$ cat config.mk
export PLATFORM = sky130hd
export DESIGN_NAME = act_stream
export DESIGN_NICKNAME = d
export VERILOG_FILES = /design/src/rtl/act_pkg.sv /design/src/rtl/act_lane.sv /design/src/rtl/act_stream.sv
export SDC_FILE = /design/constraint.sdc
export NUM_CORES = 1
export LEC_CHECK = 0
export BUFFER_PORTS_ARGS = -buffer_cell sky130_fd_sc_hd__buf_2
export CAP_MARGIN = 25
export CORE_MARGIN = 2
export CORE_UTILIZATION = 60
export CTS_BUF_LIST = sky130_fd_sc_hd__clkbuf_4
export CTS_CLUSTER_DIAMETER = 50
export DETAILED_ROUTE_END_ITERATION = 7
export GPL_TIMING_DRIVEN = 0
export MAX_ROUTING_LAYER = met4
export PLACE_DENSITY_LB_ADDON = 0.1
export SLEW_MARGIN = 25
export SYNTH_ARGS = -nofsm -noshare
export SYNTH_HDL_FRONTEND = slang
export SYNTH_SLANG_ARGS = --single-unit
$ cat constraint.sdc
create_clock -name clk -period 4.7 [get_ports clk]
set_input_delay 0.47 -clock clk [delete_from_list [all_inputs] [get_ports clk]]
set_output_delay 0.47 -clock clk [all_outputs]
set_load 0.02 [all_outputs]
$ cat src/rtl/act_pkg.sv
// Shared definitions for the act_stream activation pipeline: mode encodings,
// default fixed-point format and the CLIP ceiling helper.
package act_pkg;

  // Default lane format is 1.7.24 signed fixed point.
  localparam int unsigned DefaultDataW = 32;
  localparam int unsigned DefaultFracW = 24;

  typedef enum logic [1:0] {
    ACT_BYPASS = 2'd0,
    ACT_RELU   = 2'd1,
    ACT_CLIP   = 2'd2,
    ACT_LEAKY  = 2'd3
  } act_mode_e;

  // Integer ceiling moved into the fixed-point domain; callers truncate to the lane width.
  function automatic longint unsigned clip_ceil(int unsigned clip_int, int unsigned frac_w);
    return longint'(clip_int) << frac_w;
  endfunction

endpackage

$ cat src/rtl/act_lane.sv
// Single-lane combinational activation: y = f(x) for the selected mode, plus a
// flag telling whether the activation altered the value.
module act_lane
  import act_pkg::*;
#(
  parameter int unsigned DATA_W     = DefaultDataW,
  parameter int unsigned FRAC_W     = DefaultFracW,
  parameter int unsigned CLIP_INT   = 6,
  parameter int unsigned LEAK_SHIFT = 3
) (
  input  logic signed [DATA_W-1:0] x_i,
  input  act_mode_e                mode_i,
  output logic signed [DATA_W-1:0] y_o,
  output logic                     changed_o
);

  localparam logic signed [DATA_W-1:0] Ceil = DATA_W'(clip_ceil(CLIP_INT, FRAC_W));
  // Signed zero so every comparison below stays signed.
  localparam logic signed [DATA_W-1:0] Zero = '0;

  // Per-mode activation; LEAKY uses an arithmetic shift so negatives round toward -inf.
  always_comb begin
    y_o = x_i;
    unique case (mode_i)
      ACT_BYPASS: y_o = x_i;
      ACT_RELU: begin
        if (x_i <= Zero) y_o = Zero;
      end
      ACT_CLIP: begin
        if (x_i <= Zero) begin
          y_o = Zero;
        end else if (x_i >= Ceil) begin
          y_o = Ceil;
        end
      end
      ACT_LEAKY: begin
        if (x_i < Zero) y_o = x_i >>> LEAK_SHIFT;
      end
      default: y_o = x_i;
    endcase
    changed_o = (y_o != x_i);
  end

endmodule

$ cat src/rtl/act_stream.sv
// act_stream: two-stage valid/ready activation pipeline. S1 registers the
// incoming beat and its mode, S2 registers the activated result. Full
// backpressure, one beat per cycle, two cycles of latency.
// Optional lane-change statistics output clip_cnt when ACT_STREAM_STATS_EN is defined.
module act_stream
  import act_pkg::*;
#(
  parameter int unsigned DATA_W     = DefaultDataW,
  parameter int unsigned FRAC_W     = DefaultFracW,
  parameter int unsigned ADDR_W     = 5,
  parameter int unsigned LANES      = 1,
  parameter int unsigned CLIP_INT   = 6,
  parameter int unsigned LEAK_SHIFT = 3
) (
  input  logic                     clk,
  input  logic                     rst_n,
  input  logic [1:0]               act_mode,
  input  logic                     in_valid,
  output logic                     in_ready,
  input  logic [LANES*DATA_W-1:0]  in_data,
  input  logic [ADDR_W-1:0]        in_addr,
  input  logic                     in_last,
  output logic                     out_valid,
  input  logic                     out_ready,
  output logic [LANES*DATA_W-1:0]  out_data,
  output logic [ADDR_W-1:0]        out_addr,
  output logic                     out_last,
  output logic                     busy
`ifdef ACT_STREAM_STATS_EN
  ,
  output logic [15:0]              clip_cnt
`endif
);

  localparam int unsigned BeatW = LANES * DATA_W;

  logic             s1_valid_q, s1_valid_d;
  logic [BeatW-1:0] s1_data_q, s1_data_d;
  logic [ADDR_W-1:0] s1_addr_q, s1_addr_d;
  logic             s1_last_q, s1_last_d;
  act_mode_e        s1_mode_q, s1_mode_d;

  logic             s2_valid_q, s2_valid_d;
  logic [BeatW-1:0] s2_data_q, s2_data_d;
  logic [ADDR_W-1:0] s2_addr_q, s2_addr_d;
  logic             s2_last_q, s2_last_d;

  logic             s1_adv, s2_adv;
  logic [BeatW-1:0] act_data;
  logic [LANES-1:0] lane_chg;

  for (genvar i = 0; i < LANES; i++) begin : g_lane
    act_lane #(
      .DATA_W     (DATA_W),
      .FRAC_W     (FRAC_W),
      .CLIP_INT   (CLIP_INT),
      .LEAK_SHIFT (LEAK_SHIFT)
    ) u_lane (
      .x_i       (s1_data_q[i*DATA_W +: DATA_W]),
      .mode_i    (s1_mode_q),
      .y_o       (act_data[i*DATA_W +: DATA_W]),
      .changed_o (lane_chg[i])
    );
  end

  // Stage advance and next-state for both pipeline stages.
  always_comb begin
    s2_adv = !s2_valid_q || out_ready;
    s1_adv = !s1_valid_q || s2_adv;

    s1_valid_d = s1_valid_q;
    s1_data_d  = s1_data_q;
    s1_addr_d  = s1_addr_q;
    s1_last_d  = s1_last_q;
    s1_mode_d  = s1_mode_q;
    s2_valid_d = s2_valid_q;
    s2_data_d  = s2_data_q;
    s2_addr_d  = s2_addr_q;
    s2_last_d  = s2_last_q;

    if (s1_adv) begin
      s1_valid_d = in_valid;
      if (in_valid) begin
        s1_data_d = in_data;
        s1_addr_d = in_addr;
        s1_last_d = in_last;
        s1_mode_d = act_mode_e'(act_mode);
      end
    end

    if (s2_adv) begin
      s2_valid_d = s1_valid_q;
      if (s1_valid_q) begin
        s2_data_d = act_data;
        s2_addr_d = s1_addr_q;
        s2_last_d = s1_last_q;
      end
    end
  end

`ifdef ACT_STREAM_STATS_EN
  localparam int unsigned CntW = $clog2(LANES + 1);

  logic [CntW-1:0] beat_chg;
  logic [CntW-1:0] s2_chg_q, s2_chg_d;
  logic [15:0]     clip_cnt_q, clip_cnt_d;
  logic            clr_q, clr_d;
  logic [16:0]     cnt_sum;

  // Count changed lanes per beat; accumulate on delivery, clear the cycle after a last beat.
  always_comb begin
    beat_chg = '0;
    for (int unsigned i = 0; i < LANES; i++) begin
      beat_chg = beat_chg + CntW'(lane_chg[i]);
    end
    s2_chg_d = s2_chg_q;
    if (s2_adv && s1_valid_q) s2_chg_d = beat_chg;

    cnt_sum = clr_q ? 17'd0 : {1'b0, clip_cnt_q};
    if (s2_valid_q && out_ready) cnt_sum = cnt_sum + 17'(s2_chg_q);
    clip_cnt_d = cnt_sum[16] ? 16'hFFFF : cnt_sum[15:0];
    clr_d      = s2_valid_q && out_ready && s2_last_q;
  end

  // Statistics registers.
  always_ff @(posedge clk) begin
    if (!rst_n) begin
      s2_chg_q   <= '0;
      clip_cnt_q <= '0;
      clr_q      <= 1'b0;
    end else begin
      s2_chg_q   <= s2_chg_d;
      clip_cnt_q <= clip_cnt_d;
      clr_q      <= clr_d;
    end
  end

  assign clip_cnt = clip_cnt_q;
`else
  logic unused_chg;
  assign unused_chg = ^lane_chg;
`endif

  // Pipeline registers; synchronous reset discards any in-flight beat.
  always_ff @(posedge clk) begin
    if (!rst_n) begin
      s1_valid_q <= 1'b0;
      s1_data_q  <= '0;
      s1_addr_q  <= '0;
      s1_last_q  <= 1'b0;
      s1_mode_q  <= ACT_BYPASS;
      s2_valid_q <= 1'b0;
      s2_data_q  <= '0;
      s2_addr_q  <= '0;
      s2_last_q  <= 1'b0;
    end else begin
      s1_valid_q <= s1_valid_d;
      s1_data_q  <= s1_data_d;
      s1_addr_q  <= s1_addr_d;
      s1_last_q  <= s1_last_d;
      s1_mode_q  <= s1_mode_d;
      s2_valid_q <= s2_valid_d;
      s2_data_q  <= s2_data_d;
      s2_addr_q  <= s2_addr_d;
      s2_last_q  <= s2_last_d;
    end
  end

  assign in_ready  = s1_adv;
  assign out_valid = s2_valid_q;
  assign out_data  = s2_data_q;
  assign out_addr  = s2_addr_q;
  assign out_last  = s2_last_q;
  assign busy      = s1_valid_q || s2_valid_q;

endmodule
# After elaboration in Yosys (flattened, before gate mapping)
# Index checks and enable logic that the tools add are counted.
# totals
ff_bits	80
input_bits	44
elab_cells	28
# classes
n_lt_le_gt_ge	3
eq_ne	3
mux	5
reduce_logical	8
# ops
operator	count
32-bit case mux with 4 select lines	1
32-bit two-way mux	3
32-bit by 28-bit greater-or-equal comparator with 1-bit output (second input constant)	1
32-bit by 1-bit <= comparator with 1-bit output (second input constant)	1
32-bit by 1-bit less-than comparator with 1-bit output (second input constant)	1
31-bit two-way mux	1
2-bit equality test (second input constant)	2
2-bit AND reduction	2
1-bit logical OR	3
2-bit by 1-bit equality test with 1-bit output (second input constant)	1
1-bit zero test	2
2-bit zero test	1

# Longest topological paths before layout
# depth
ltp_word	4
depth_mapped	6
depth_no_buf	4

# Hierarchy
# A second synthesis with hierarchy kept.
# hier_totals
hier_cells	522
area_unflattened_um2	4277.9
# modules_own_cells
module	n_inst	cells_per_inst	area_each_um2
act_stream	1	357	3254.4
act_lane	1	165	1023.5

# Worst setup path after synthesis
# No wires, ideal clock.
# synth_path
path_type	in2reg
start	input out_ready
end	register s2_data_q[21] (netlist: out_data[21])
arrival_ps	1466
required_time_ps	4578
setup_slack_ps	3112
path_stages	5
n_path_buf	1
cell_sequence	nand2b_1 -> nand3_2 -> clkbuf_1 -> nor2_1 -> a221o_1
# synth_between
elab_chain_len	2
# synth_lines
element	line	source
from (decl)	act_stream.sv:24	input logic out_ready,
1-bit logical OR	act_stream.sv:68	s2_adv = !s2_valid_q || out_ready;
2-bit AND reduction (no line)	n/a	
to (signal assigned)	act_stream.sv:163	s2_data_q <= s2_data_d;
to (decl)	act_stream.sv:44	logic [BeatW-1:0] s2_data_q, s2_data_d;
# No other way between the ends.
# A chain may end at the register's enable or synchronous reset.

# Worst setup path after layout
# layout_path
start	register s2_valid_q (netlist: out_valid)
end	register s2_data_q[23] (netlist: out_data[23])
# layout_between
elab_chain_len	3
# layout_lines
element	line	source
from (decl)	act_stream.sv:43	logic s2_valid_q, s2_valid_d;
from (signal assigned)	act_stream.sv:162	s2_valid_q <= s2_valid_d;
1-bit zero test	act_stream.sv:68	
1-bit logical OR	act_stream.sv:68	
2-bit AND reduction (no line)	n/a	
# No other way between the ends.

==> impl_metrics.csv <==
group,metric,value,unit
worst_setup_path,crit_family,"simple AND/OR/NAND/NOR gates",
global_routing,grt.overflow.total,0,
die,die_y,82.6,µm
logic_synthesis,synth_xor_area_share,0.236,%
worst_setup_path,path_buf_inv,1,
clocking,cts_made_buffers,9,
final_layout,num-nets-final,601,
logic_synthesis,synth_nets,506,
final_layout,syn_to_final_growth,16.9,%
clocking,post_cts_buffers,0,
global_routing,grt.total_usage,30.6,%
logic_synthesis,synth-edff-count,0,
routing,drt_iter0_drc,300,
place,post-dp-hpwl,6.96,mm
logic_synthesis,syn_inst,462,
sta,fmax,538,MHz
routing,wirelength,9.78,mm
sta,relSlewSlack,60.5,%
sta,fin_crit_sh,39.6,%
logic_synthesis,ys_types,35,
logic_synthesis,ys_top_cells_by_area,"dfxtp_1 43%, a21oi_1 11%, nand2_1 10%, a221o_1 5.1%, a22oi_1 3.9%",
logic_synthesis,ys_ff_latch,80,
logic_synthesis,synth_mux_area_share,3.78,%
logic_synthesis,synth_commonest_cells,"101 x nand2_1, 80 x dfxtp_1, 78 x a21oi_1",
power,peakVddDrop,0.207,mV
worst_setup_path,worst_setup_path_start_kind,"flop",
clocking,cts_tree,"yes",
global_routing,busiest_layer,"met2",
worst_setup_path,cp.arrival,2.19,ns
worst_setup_path,slowest_stage,"clkbuf_1",
die,start_util,62.2,%
sta,fin_skew,0.0120,ns
final_layout,antennaDiodeCount,0,
power,p_seq_share,57.3,%
die,io_pins,85,
hold_path,hold_path.class,"input pin to flop",
worst_setup_path,endpoint_kind,"flop",
worst_setup_path,crit_fanout,10,
routing,viasPerCell,5.84,
logic_synthesis,synth_compound_area_share,25.8,%
sta,holdWs,0.259,ns
power,p_per_area,295,nW/µm²
logic_synthesis,synth_top_area_share,43.2,%
routing,postRouteAntennaNets,0,
power,swShare,30.4,%
sta,setup-violations-final,0,
sta,final.min_clock_period,1.86,ns
sta,hold_viol,0,
global_routing,use_met3,6.20,%
routing,via_count,3720,
die,dieWidth,82.6,µm
power,p_leak,0.00172,µW
global_routing,grt_max_degree,14,
global_routing,use_met1,37.2,%
clocking,cts-root-buf,"clkbuf_4",
logic_synthesis,avgSynthCellArea,8.02,µm²
place,place_congestion,0.890,
clocking,cts_max_path_buffers,2,
clocking,cts_hold_buffers,0,
logic_synthesis,async_reset_ff_share,0,%
routing,dr.pass1.iters,5,
logic_synthesis,yosysWarnings,0,
logic_synthesis,synth_top_cell_by_area,"dfxtp_1",
routing,wl_per_cell,15.4,µm
clocking,clkLatencyLatePin,0.44,ns
final_layout,drive_gt1_share,21.7,%
power,intPower,891,µW
power,netSwitchingPower,389,µW
sta,fin_setup_tns,0,ns
worst_setup_path,path_class,"flop to flop",
global_routing,use_met2,49.6,%
status,status,"finished clean",
worst_setup_path,slowest_delay,0.50,ns
logic_synthesis,synthAdderAreaFrac,0,%
worst_setup_path,required,5.03,ns
logic_synthesis,ys_seq_area_share,43.2,%
routing,drcViolationCount,0,
final_layout,final_util,72.7,%
logic_synthesis,mappedNetlistArea,3700,µm²
global_routing,grt_pass1_wl,15.6,mm
power,combPwrFrac,14.8,%
die,dieArea,6820,µm²
clocking,clkSlewWorstSetupHoldPaths,0.13,ns
logic_synthesis,synth_most_common_cell,"nand2_1",
final_layout,seqCellArea,1600,µm²
logic_synthesis,synth_top_family_by_area,"compound AO/OA/AOI/OAI gates",
place,port_buffers,84,
final_layout,multi_input_area,1910,µm²
worst_setup_path,worstPathCellList,"nand2b_1 -> nand3_2 -> clkbuf_1 -> nor2_1 -> a221o_1",
clocking,cts_resized,0,
die,row_count,28,
sta,worst_slew_pin_slew,0.593,ns
final_layout,fillers,522,
logic_synthesis,synth_ff_type,"dfxtp_1",
sta,slew_viol_final,0,
die,core_area,5960,µm²
global_routing,grt_pass1_vias,3439,
clocking,htree_levels,3,
logic_synthesis,synth-simple-area-share,21.8,%
sta,grt_setup_unrepaired,"no",
global_routing,antenna_found_initial,0,
power,clkPwrFrac,27.9,%
clocking,cts.sinks,80,
run,drv_cap,0,
[area by class of cell]
| type | instances | area share, % |
|---|---|---|
| inverters | 2 | 0.173 |
| plain buffers | 39 | 4.28 |
| flip-flops and latches | 80 | 37.0 |
| clock buffers | 10 | 1.73 |
| multi-input cells | 341 | 44.1 |
| well taps | 75 | 2.17 |
| repair buffers | 84 | 9.71 |
| clock inverters | 6 | 0.838 |
[layout by cell type (no fill, tap or decap), drive strengths merged, types with 5 or more instances in the layout]
master,netlist,routed
o32ai,7,7
o21ai,5,5
buf,17,101
dfxtp,80,80
mux2i,14,14
nand2,101,101
nand2b,20,20
a21oi,78,78
a22oi,19,19
nor3,19,19
nor2,25,25
clkbuf,22,32
o2bb2ai,7,7
clkinv,0,5
a221o,19,19
[worst min-delay path, cell delays in order]
cell	delay (ns)
buf_2	0.09
nand2_1	0.04
a21oi_1	0.05
[kinds of logic after synthesis]
kind of cell / Yosys count
mux: 14
buf+inv: 41
compound gates: 145
xor+xnor: 1
flops: 80
simple gates: 181
[path summary, 6_finish.rpt]
check	from	end	slack, ns	cells after the start
setup / recovery	out_valid	out_data[23]	2.84	5
hold reg to reg	out_addr[4]	out_addr[4]	0.46	2
hold / removal	in_data[9]	s1_data_q[9]	0.26	3
setup reg to reg	out_valid	out_data[23]	2.84	5
[state kept, by name (all words and copies together), names as in the netlist, 2 cells and up]
signal     cells
s1_mode_q      2
out_data      32
s1_data_q     32
out_addr       5
s1_addr_q      5
[layer usage]
metal  wire length [µm]  up-vias
met5                  0        -
met4                193        0
met3                716       22
met2               4580      151
met1               4280     1707
li1                   -     1840
[through the flow]
stage	cell area, µm²	setup slack (ns)	power, µW	cells
after floorplan	3700	3.11	869	462
after global placement	4220	2.68	928	621
after detailed placement	4220	2.63	935	621
after CTS	4330	2.88	1270	637
after global routing	4330	2.72	1330	637
final	4330	2.84	1280	637
[power groups by stage]
stage | Combinational, µW | Sequential (µW) | Clock (µW)
floorplan | 121 | 748 | 0
CTS | 188 | 732 | 349
detailed placement | 187 | 747 | 0
global route | 209 | 737 | 384
finish | 190 | 733 | 356
global placement | 182 | 746 | 0
Power figures use the tool's default switching activity.
